`src/rtl/ifu_pkg.sv`:
```
// Shared types and constants for the instruction fetch unit.
package ifu_pkg;

  // Width of one instruction word handed to decode.
  localparam int ISA_WIDTH = 32;

  // Default address width and reset PC of the fetch unit.
  localparam int          ADDR_WIDTH_DEFAULT = 32;
  localparam logic [31:0] RESET_PC_DEFAULT   = 32'h8000_0000;

  // Fetch FSM encoding.
  localparam int IFU_STATE_WIDTH = 2;

  typedef enum logic [IFU_STATE_WIDTH-1:0] {
    IFU_REQ  = 2'd0,  // presenting a request to instruction memory
    IFU_WAIT = 2'd1,  // one request outstanding, waiting for its response
    IFU_HOLD = 2'd2,  // fetched word presented to decode
    IFU_HALT = 2'd3   // stopped until reset
  } ifu_state_t;

  // True when the state is one in which a memory response is expected.
  function automatic logic state_expects_resp(input ifu_state_t st);
    return (st == IFU_WAIT);
  endfunction

endpackage

```
`src/rtl/ifu_reg.sv`:
```
// Parameterised register with synchronous active-high reset and write enable.
module ifu_reg #(
  parameter int               WIDTH       = 32,
  parameter logic [WIDTH-1:0] RESET_VALUE = '0
) (
  input  logic             clk,
  input  logic             rst,
  input  logic             en,
  input  logic [WIDTH-1:0] d,
  output logic [WIDTH-1:0] q
);

  // Storage: reset value on rst, otherwise load d when enabled.
  always_ff @(posedge clk) begin
    if (rst) begin
      q <= RESET_VALUE;
    end else if (en) begin
      q <= d;
    end
  end

endmodule

```
`src/rtl/ifu.sv`:
```
// Instruction fetch unit: holds the PC, issues one fetch at a time to
// instruction memory and hands the fetched word with its PC to decode.
module ifu
  import ifu_pkg::*;
#(
  parameter int                    ADDR_WIDTH = ADDR_WIDTH_DEFAULT,
  parameter logic [ADDR_WIDTH-1:0] RESET_PC   = RESET_PC_DEFAULT
) (
  input  logic                  clk,
  input  logic                  rst,
  output logic                  imem_req_valid,
  input  logic                  imem_req_ready,
  output logic [ADDR_WIDTH-1:0] imem_req_addr,
  input  logic                  imem_resp_valid,
  input  logic [ISA_WIDTH-1:0]  imem_resp_data,
  output logic                  inst_valid,
  input  logic                  inst_ready,
  output logic [ISA_WIDTH-1:0]  inst,
  output logic [ADDR_WIDTH-1:0] inst_pc,
  input  logic                  redirect_valid,
  input  logic [ADDR_WIDTH-1:0] redirect_pc,
  input  logic                  halt
);

  localparam logic [ADDR_WIDTH-1:0] PC_STEP = {{(ADDR_WIDTH-3){1'b0}}, 3'd4};

  ifu_state_t            state_r;
  ifu_state_t            state_next_s;
  logic [ADDR_WIDTH-1:0] pc_r;
  logic [ADDR_WIDTH-1:0] pc_d_s;
  logic                  pc_en_s;
  logic                  capture_en_s;
  logic                  discard_r;
  logic                  discard_d_s;
  logic                  discard_en_s;
  logic [ADDR_WIDTH-1:0] redirect_target_s;
  logic [ADDR_WIDTH-1:0] pc_plus4_s;
  logic                  resp_expected_s;

  // Redirect targets are word aligned; PC increment wraps naturally.
  assign redirect_target_s = {redirect_pc[ADDR_WIDTH-1:2], 2'b00};
  assign pc_plus4_s        = pc_r + PC_STEP;
  assign resp_expected_s   = state_expects_resp(state_r);

  // Outputs are decoded from registered state; request is masked during reset.
  assign imem_req_valid = (state_r == IFU_REQ) && !rst;
  assign imem_req_addr  = pc_r;
  assign inst_valid     = (state_r == IFU_HOLD);

  // FSM state register.
  always_ff @(posedge clk) begin
    if (rst) begin
      state_r <= IFU_REQ;
    end else begin
      state_r <= state_next_s;
    end
  end

  // Next-state and register-enable logic: halt beats redirect beats normal flow.
  always_comb begin
    state_next_s = state_r;
    pc_d_s       = pc_r;
    pc_en_s      = 1'b0;
    capture_en_s = 1'b0;
    discard_d_s  = discard_r;
    discard_en_s = 1'b0;
    case (state_r)
      IFU_REQ: begin
        if (halt) begin
          state_next_s = IFU_HALT;
        end else if (redirect_valid) begin
          pc_d_s       = redirect_target_s;
          pc_en_s      = 1'b1;
          state_next_s = IFU_REQ;
        end else if (imem_req_ready) begin
          state_next_s = IFU_WAIT;
        end else begin
          state_next_s = IFU_REQ;
        end
      end
      IFU_WAIT: begin
        if (halt) begin
          state_next_s = IFU_HALT;
        end else if (redirect_valid) begin
          pc_d_s       = redirect_target_s;
          pc_en_s      = 1'b1;
          discard_en_s = 1'b1;
          if (imem_resp_valid) begin
            // The in-flight word belongs to the old path: drop it now.
            discard_d_s  = 1'b0;
            state_next_s = IFU_REQ;
          end else begin
            // Response still to come; remember to throw it away.
            discard_d_s  = 1'b1;
            state_next_s = IFU_WAIT;
          end
        end else if (imem_resp_valid && resp_expected_s) begin
          if (discard_r) begin
            discard_d_s  = 1'b0;
            discard_en_s = 1'b1;
            state_next_s = IFU_REQ;
          end else begin
            capture_en_s = 1'b1;
            state_next_s = IFU_HOLD;
          end
        end else begin
          state_next_s = IFU_WAIT;
        end
      end
      IFU_HOLD: begin
        if (halt) begin
          state_next_s = IFU_HALT;
        end else if (redirect_valid) begin
          // A same-cycle handshake is still consumed; only the PC differs.
          pc_d_s       = redirect_target_s;
          pc_en_s      = 1'b1;
          state_next_s = IFU_REQ;
        end else if (inst_ready) begin
          pc_d_s       = pc_plus4_s;
          pc_en_s      = 1'b1;
          state_next_s = IFU_REQ;
        end else begin
          state_next_s = IFU_HOLD;
        end
      end
      IFU_HALT: begin
        state_next_s = IFU_HALT;
      end
      default: begin
        state_next_s = IFU_HALT;
      end
    endcase
  end

  ifu_reg #(.WIDTH(ADDR_WIDTH), .RESET_VALUE(RESET_PC)) u_pc_reg (
    .clk (clk),
    .rst (rst),
    .en  (pc_en_s),
    .d   (pc_d_s),
    .q   (pc_r)
  );

  ifu_reg #(.WIDTH(ISA_WIDTH), .RESET_VALUE({ISA_WIDTH{1'b0}})) u_inst_reg (
    .clk (clk),
    .rst (rst),
    .en  (capture_en_s),
    .d   (imem_resp_data),
    .q   (inst)
  );

  ifu_reg #(.WIDTH(ADDR_WIDTH), .RESET_VALUE({ADDR_WIDTH{1'b0}})) u_inst_pc_reg (
    .clk (clk),
    .rst (rst),
    .en  (capture_en_s),
    .d   (pc_r),
    .q   (inst_pc)
  );

  ifu_reg #(.WIDTH(1), .RESET_VALUE(1'b0)) u_discard_reg (
    .clk (clk),
    .rst (rst),
    .en  (discard_en_s),
    .d   (discard_d_s),
    .q   (discard_r)
  );

endmodule

```
`config.mk`:
```
export PLATFORM = sky130hd
export DESIGN_NAME = ifu
export DESIGN_NICKNAME = d
export VERILOG_FILES = /design/src/rtl/ifu_pkg.sv /design/src/rtl/ifu_reg.sv /design/src/rtl/ifu.sv
export SDC_FILE = /design/constraint.sdc
export NUM_CORES = 1
export LEC_CHECK = 0
export ABC_AREA = 1
export BUFFER_PORTS_ARGS = -buffer_cell sky130_fd_sc_hd__buf_2
export CORE_ASPECT_RATIO = 1.1
export CORE_MARGIN = 5
export CORE_UTILIZATION = 44
export CTS_CLUSTER_SIZE = 30
export DETAILED_ROUTE_END_ITERATION = 10
export PLACE_DENSITY_LB_ADDON = 0.25
export SYNTH_ARGS = -nofsm -noshare
export SYNTH_HDL_FRONTEND = slang
export SYNTH_SLANG_ARGS = --single-unit
```
`constraint.sdc`:
```
create_clock -name clk -period 1.8 [get_ports clk]
set_input_delay 0.09 -clock clk [delete_from_list [all_inputs] [get_ports clk]]
set_output_delay 0.09 -clock clk [all_outputs]
set_load 0.01 [all_outputs]
```
; ---- After elaboration in Yosys (flattened, before gate mapping)
; Index checks and enable logic that the tools add are counted.
[op_classes]
bitwise = 1
addsub = 1
n_eq_ne = 7
reduce_logical = 9
mux = 37
[op_table]
columns = op, count
row1 = $mux W32, 5
row2 = $pmux W32 S2, 1
row3 = $add A32 B3 Y32 const B, 1
row4 = $mux W1, 21
row5 = $mux W2, 8
row6 = $pmux W2 S4, 1
row7 = $reduce_and A6 Y1, 1
row8 = $eq A2 B2 Y1 const B, 2
row9 = $ne A2 B2 Y1 const B, 2
row10 = $reduce_and A4 Y1, 1
row11 = $reduce_bool A2 Y1, 2
row12 = $ne A3 B1 Y1 const B, 1
row13 = $eq A2 B1 Y1 const B, 1
row14 = $logic_and A1 B1 Y1, 2
row15 = $logic_not A2 Y1, 1
row16 = $ne A2 B1 Y1 const B, 1
row17 = $pmux W1 S2, 1
row18 = $reduce_or A2 Y1, 1
row19 = $logic_not A1 Y1, 1
row20 = $not A1 Y1, 1
[totals]
output_inout_bits = 98
reg_bits = 99
wordCells = 60
inputBits = 71

; ---- Logic depth before layout (Yosys ltp)
[depth]
depth_word = 7
depth_mapped = 10
ltp_nobuf = 10

; ---- By module
; From an unflattened synthesis, not the netlist that was laid out.
[unflattened]
cells_unflattened = 1025
area_unflattened_um2 = 6219.7
[by_module_without_submodules]
columns = module, cells_each, area_each_um2, seq_area_each_um2, instances
row1 = ifu_reg (u_inst_pc_reg ...), 203, 1338.8, 640.6, 2
row2 = ifu, 410, 2160.8, 40.0, 1
row3 = ifu_reg (u_pc_reg), 202, 1336.3, 640.6, 1
row4 = ifu_reg (u_discard_reg), 7, 45.0, 20.0, 1

; ---- Least setup slack after synthesis
; Ideal clock, no wire load.
[synth_timing]
kind = flip-flop to flip-flop
start = reg u_pc_reg.q[3]
end = reg u_pc_reg.q[20]
path_slack_ns = 0.234
t_arrival_ns = 1.450
setup_time_ns = 0.116
path_stages_with_launch = 11
path_cell_list = dfxtp_1 -> ha_1 -> nand2_1 -> nor2_1 -> nand2_1 -> nor2_2 -> nand3_1 -> nand2_1 -> nand2_1 -> o21ai_0 -> nor2_1
[synth_between]
elab_chain_len = 5
[synth_lines]
columns = element, line
row1 = from (decl), ifu_reg.sv:10  ; output logic [WIDTH-1:0] q
row2 = from (signal assigned), ifu_reg.sv:16  ; q <= RESET_VALUE;
row3 = from (signal assigned), ifu_reg.sv:18  ; q <= d;
row4 = $add A32 B3 Y32, ifu.sv:42  ; assign pc_plus4_s = pc_r + PC_STEP;
row5 = $mux W32, ifu.sv:118  ; end else if (inst_ready) begin
row6 = $mux W32, ifu.sv:113  ; end else if (redirect_valid) begin
row7 = $mux W32, ifu.sv:111  ; if (halt) begin
row8 = $pmux W32 S2, ifu.sv:67  ; case (state_r)
; No other way between the ends. The select of a mux whose other input is x is not followed.
; A chain may end at the register's enable or synchronous reset.

; ---- Final worst setup path
[layout_timing]
start = reg state_r[0]
end = reg u_inst_reg.q[16]
[layout_between]
elab_chain_len = 6
[layout_lines]
columns = element, line
row1 = from (decl), ifu.sv:27  ; ifu_state_t state_r;
row2 = from (signal assigned), ifu.sv:55  ; state_r <= state_next_s;
row3 = $eq A2 B1 Y1 *, "ifu_pkg.sv:23, ifu.sv:67"
row4 = $logic_and A1 B1 Y1, ifu.sv:97  ; end else if (imem_resp_valid && resp_expected_s) begin
row5 = $mux W1, ifu.sv:97
row6 = $mux W1, ifu.sv:84  ; end else if (redirect_valid) begin
row7 = $mux W1, ifu.sv:82  ; if (halt) begin
row8 = $mux W1 *, ifu.sv:67
row9 = to (signal assigned), ifu_reg.sv:16
row10 = to (signal assigned), ifu_reg.sv:18
row11 = to (decl), ifu_reg.sv:10
; Every way passes the cells marked *; elsewhere a longest branch is shown, timed or not.

==> impl_metrics.json <==
{
  "hpwlAfterDp_um": 10100,
  "finalWeightedCongestion": 0.942,
  "fin_skew_ns": 0.00687,
  "antenna_found_initial": 0,
  "holdPathStages": 3,
  "clock_sinks": 95,
  "core-area_um2": 10400,
  "cp.arrival_ns": 1.87,
  "end_kind": "flip-flop",
  "finalHoldViolCount": 0,
  "synth_edf_count": 0,
  "r2r-end": "u_inst_reg.q[16]$_SDFFE_PP0P_",
  "max_freq_mhz": 605,
  "post_cts_buffers": 0,
  "slew_headroom_pct": 64.1,
  "critPathMaxStageDelay_ns": 0.40,
  "path_cells": "inv_2, nor4_4, nand3_4, buf_12, o21ai_0, a21oi_1",
  "final_nets": 929,
  "postSynthAreaPerCell_um2": 6.71,
  "cts_inserted_buffers": 9,
  "netlist_area_um2": 4690,
  "grt_max_degree": 125,
  "worst_pin_slew_ns": 0.539,
  "floorplan.io_pins": 169,
  "initial_core_util_pct": 45.1,
  "viasPerCell": 4.96,
  "finalCriticalPeriod_ns": 1.65,
  "worst_hold_slack_ns": 0.0252,
  "tns_ns": 0,
  "async_flop_share_pct": 0,
  "die_y_um": 118,
  "fp.dieW_um": 108,
  "grt_remaining_overflow": 0,
  "cts_tree": "built",
  "drt_iter0_markers": 378,
  "slowest_stage": "dfxtp_1",
  "hold_path_startpoint": "imem_resp_data[10]",
  "mostFrequentLayoutCells": "buf_2 (162), nand2_1 (157), inv_1 (97)",
  "hold_path.class": "in -> reg",
  "rr_startpoint": "state_r[0]$_SDFF_PP0_",
  "maxCapViolCount": 0,
  "row_count": 39,
  "diodes": 0,
  "drc_errors": 0,
  "drive_above_1_share_pct": 25.9,
  "whs_endpoint": "u_inst_reg.q[10]$_SDFFE_PP0P_",
  "ys_seq_area_share_pct": 40.6,
  "start_kind": "flip-flop",
  "dr.pass1.iters": 5,
  "drv_slew": 0,
  "clock_latency_ns": 0.34,
  "critPathMaxFanout": 124,
  "die_area_um2": 12800,
  "avgRoutedWirePerCell_um": 13.5,
  "grt_setup_unrepaired": "no",
  "vias": 4985,
  "power_leakage_nw": 2.55,
  "postCtsHoldBufs": 0,
  "synth.distinct_cells": 32,
  "portBuffers": 162,
  "powerDensity_nw_per_um2": 889,
  "area_growth_pct": 28.9,
  "ys.flop_type": "dfxtp_1",
  "cts_root_buf": "clkbuf_16",
  "required_ns": 2.01,
  "yosys_warnings": 0,
  "clkSlewWorstSetupHoldPaths_ns": 0.07,
  "grt_first_pass_wirelength_um": 22100,
  "crit_type": "reg -> reg",
  "wirelength_um": 13600,
  "vdd_drop_max_mv": 0.604,
  "r2r_slack_ns": 0.15,
  "final_common_cell": "buf_2",
  "setup_violations": 0,
  "postSynthCellCount": 698,
  "worstRegToRegCells": 6,
  "htreeDepth": 3,
  "cts_resized": 0,
  "post-route-period-util_pct": 91.9,
  "grt_pass1_vias": 4591,
  "ys_ff_latch": 95,
  "status": "completed",
  "grt_usage_pct": 21.0,
  "ant_nets": 0,
  "cts_max_path_buffers": 2
}
registers in the layout (all words and copies together) (netlist names):
signal,count
state_r,2
u_inst_pc_reg.q,30
u_pc_reg.q,30
u_inst_reg.q,32
u_discard_reg.q,1
cell families (layout without fill, tap and decap cells):
kind of cell	Yosys count	count (layout)	synth area share [%]
buf+inv	139	300	13.1
xor+xnor	2	2	0.374
flops	95	95	40.6
other cells	1	4	0.0800
compound gates	195	195	22.0
simple gates	265	265	23.6
fa+ha+maj	1	1	0.267
cell type report:
cell class / instances / area (um^2)
clock buffer: 10 / 229
clock inverter: 6 / 138
fill: 1010 / 4350
inverter: 99 / 372
multi-input combinational: 467 / 2210
sequential: 95 / 1900
tap: 143 / 179
timing repair buffer: 185 / 1010
through the flow:
| stage | worst slack (ns) | instances | area [um^2] | util [%] | power [mW] |
|---|---|---|---|---|---|
| finish | 0.146 | 1005 | 6040 | 58.1 | 5.37 |
| global route | 0.00943 | 1005 | 6040 | 58.1 | 5.61 |
| CTS | 0.139 | 1005 | 6020 | 57.9 | 5.41 |
| detailed placement | 0.140 | 989 | 5650 | 54.4 | 3.07 |
| global placement | 0.215 | 989 | 5650 | 54.4 | 3.05 |
| floorplan | 0.234 | 701 | 4700 | - | 2.76 |
report_power, final:
| part | internal [mW] | total, mW | switching [mW] |
|---|---|---|---|
| Sequential | 2.20 | 2.31 | 0.107 |
| Clock | 1.51 | 2.34 | 0.833 |
| Combinational | 0.307 | 0.720 | 0.414 |
| Total | 4.02 | 5.37 | 1.35 |
synth_stat cells (2+ instances only):
library cell | instances | area [um^2]
a21oi_1 | 90 | 450
a31oi_1 | 3 | 18.8
buf_2 | 7 | 35.0
buf_4 | 6 | 45.0
buf_6 | 8 | 90.1
clkbuf_1 | 18 | 67.6
dfxtp_1 | 95 | 1900
inv_1 | 97 | 364
inv_2 | 2 | 7.51
nand2_1 | 158 | 593
nand3_1 | 36 | 180
nand4_1 | 5 | 31.3
nor2_1 | 50 | 188
nor2_2 | 3 | 18.8
nor3_1 | 4 | 20.0
o21a_1 | 13 | 97.6
o21ai_0 | 83 | 415
or2_2 | 5 | 31.3
xnor2_1 | 2 | 17.5
worst max-delay path by stage:
stage / from / endpoint / slack (ns)
4_1_cts: state_r[1]$_SDFF_PP0_ / u_pc_reg.q[28]$_SDFFE_PP0P_ / 0.14
3_3_place_gp: u_pc_reg.q[2]$_SDFFE_PP0P_ / u_pc_reg.q[28]$_SDFFE_PP0P_ / 0.22
6_report: state_r[0]$_SDFF_PP0_ / u_inst_reg.q[16]$_SDFFE_PP0P_ / 0.15
3_5_place_dp: state_r[1]$_SDFF_PP0_ / u_pc_reg.q[28]$_SDFFE_PP0P_ / 0.14
2_1_floorplan: u_pc_reg.q[3]$_SDFFE_PP0P_ / u_pc_reg.q[20]$_SDFFE_PP0P_ / 0.23
5_1_grt: u_pc_reg.q[13]$_SDFFE_PP0P_ / u_pc_reg.q[14]$_SDFFE_PP0P_ / 0.009
critical path: cells and delay by family (launching register included):
kind	cells	cell delay, ns
DFF	1	0.40
buffers and inverters	2	0.31
and+or+nand+nor	2	0.41
AOI/OAI and AO/OA	2	0.35
metal layers:
| layer | wire, um | vias to the layer above | global-route usage, % | part of all wire [%] |
|---|---|---|---|---|
| met2 | 6510 | 181 | 35.1 | 48 |
| met1 | 5840 | 2239 | 27.0 | 43 |
| met3 | 1060 | 17 | 4.80 | 7.8 |
| li1 | - | 2548 | - | - |
| met4 | 200 | 0 | 6.39 | 1.5 |
| met5 | 0 | - | 0 | 0 |
No activity file was read; power rests on OpenSTA's default activity.
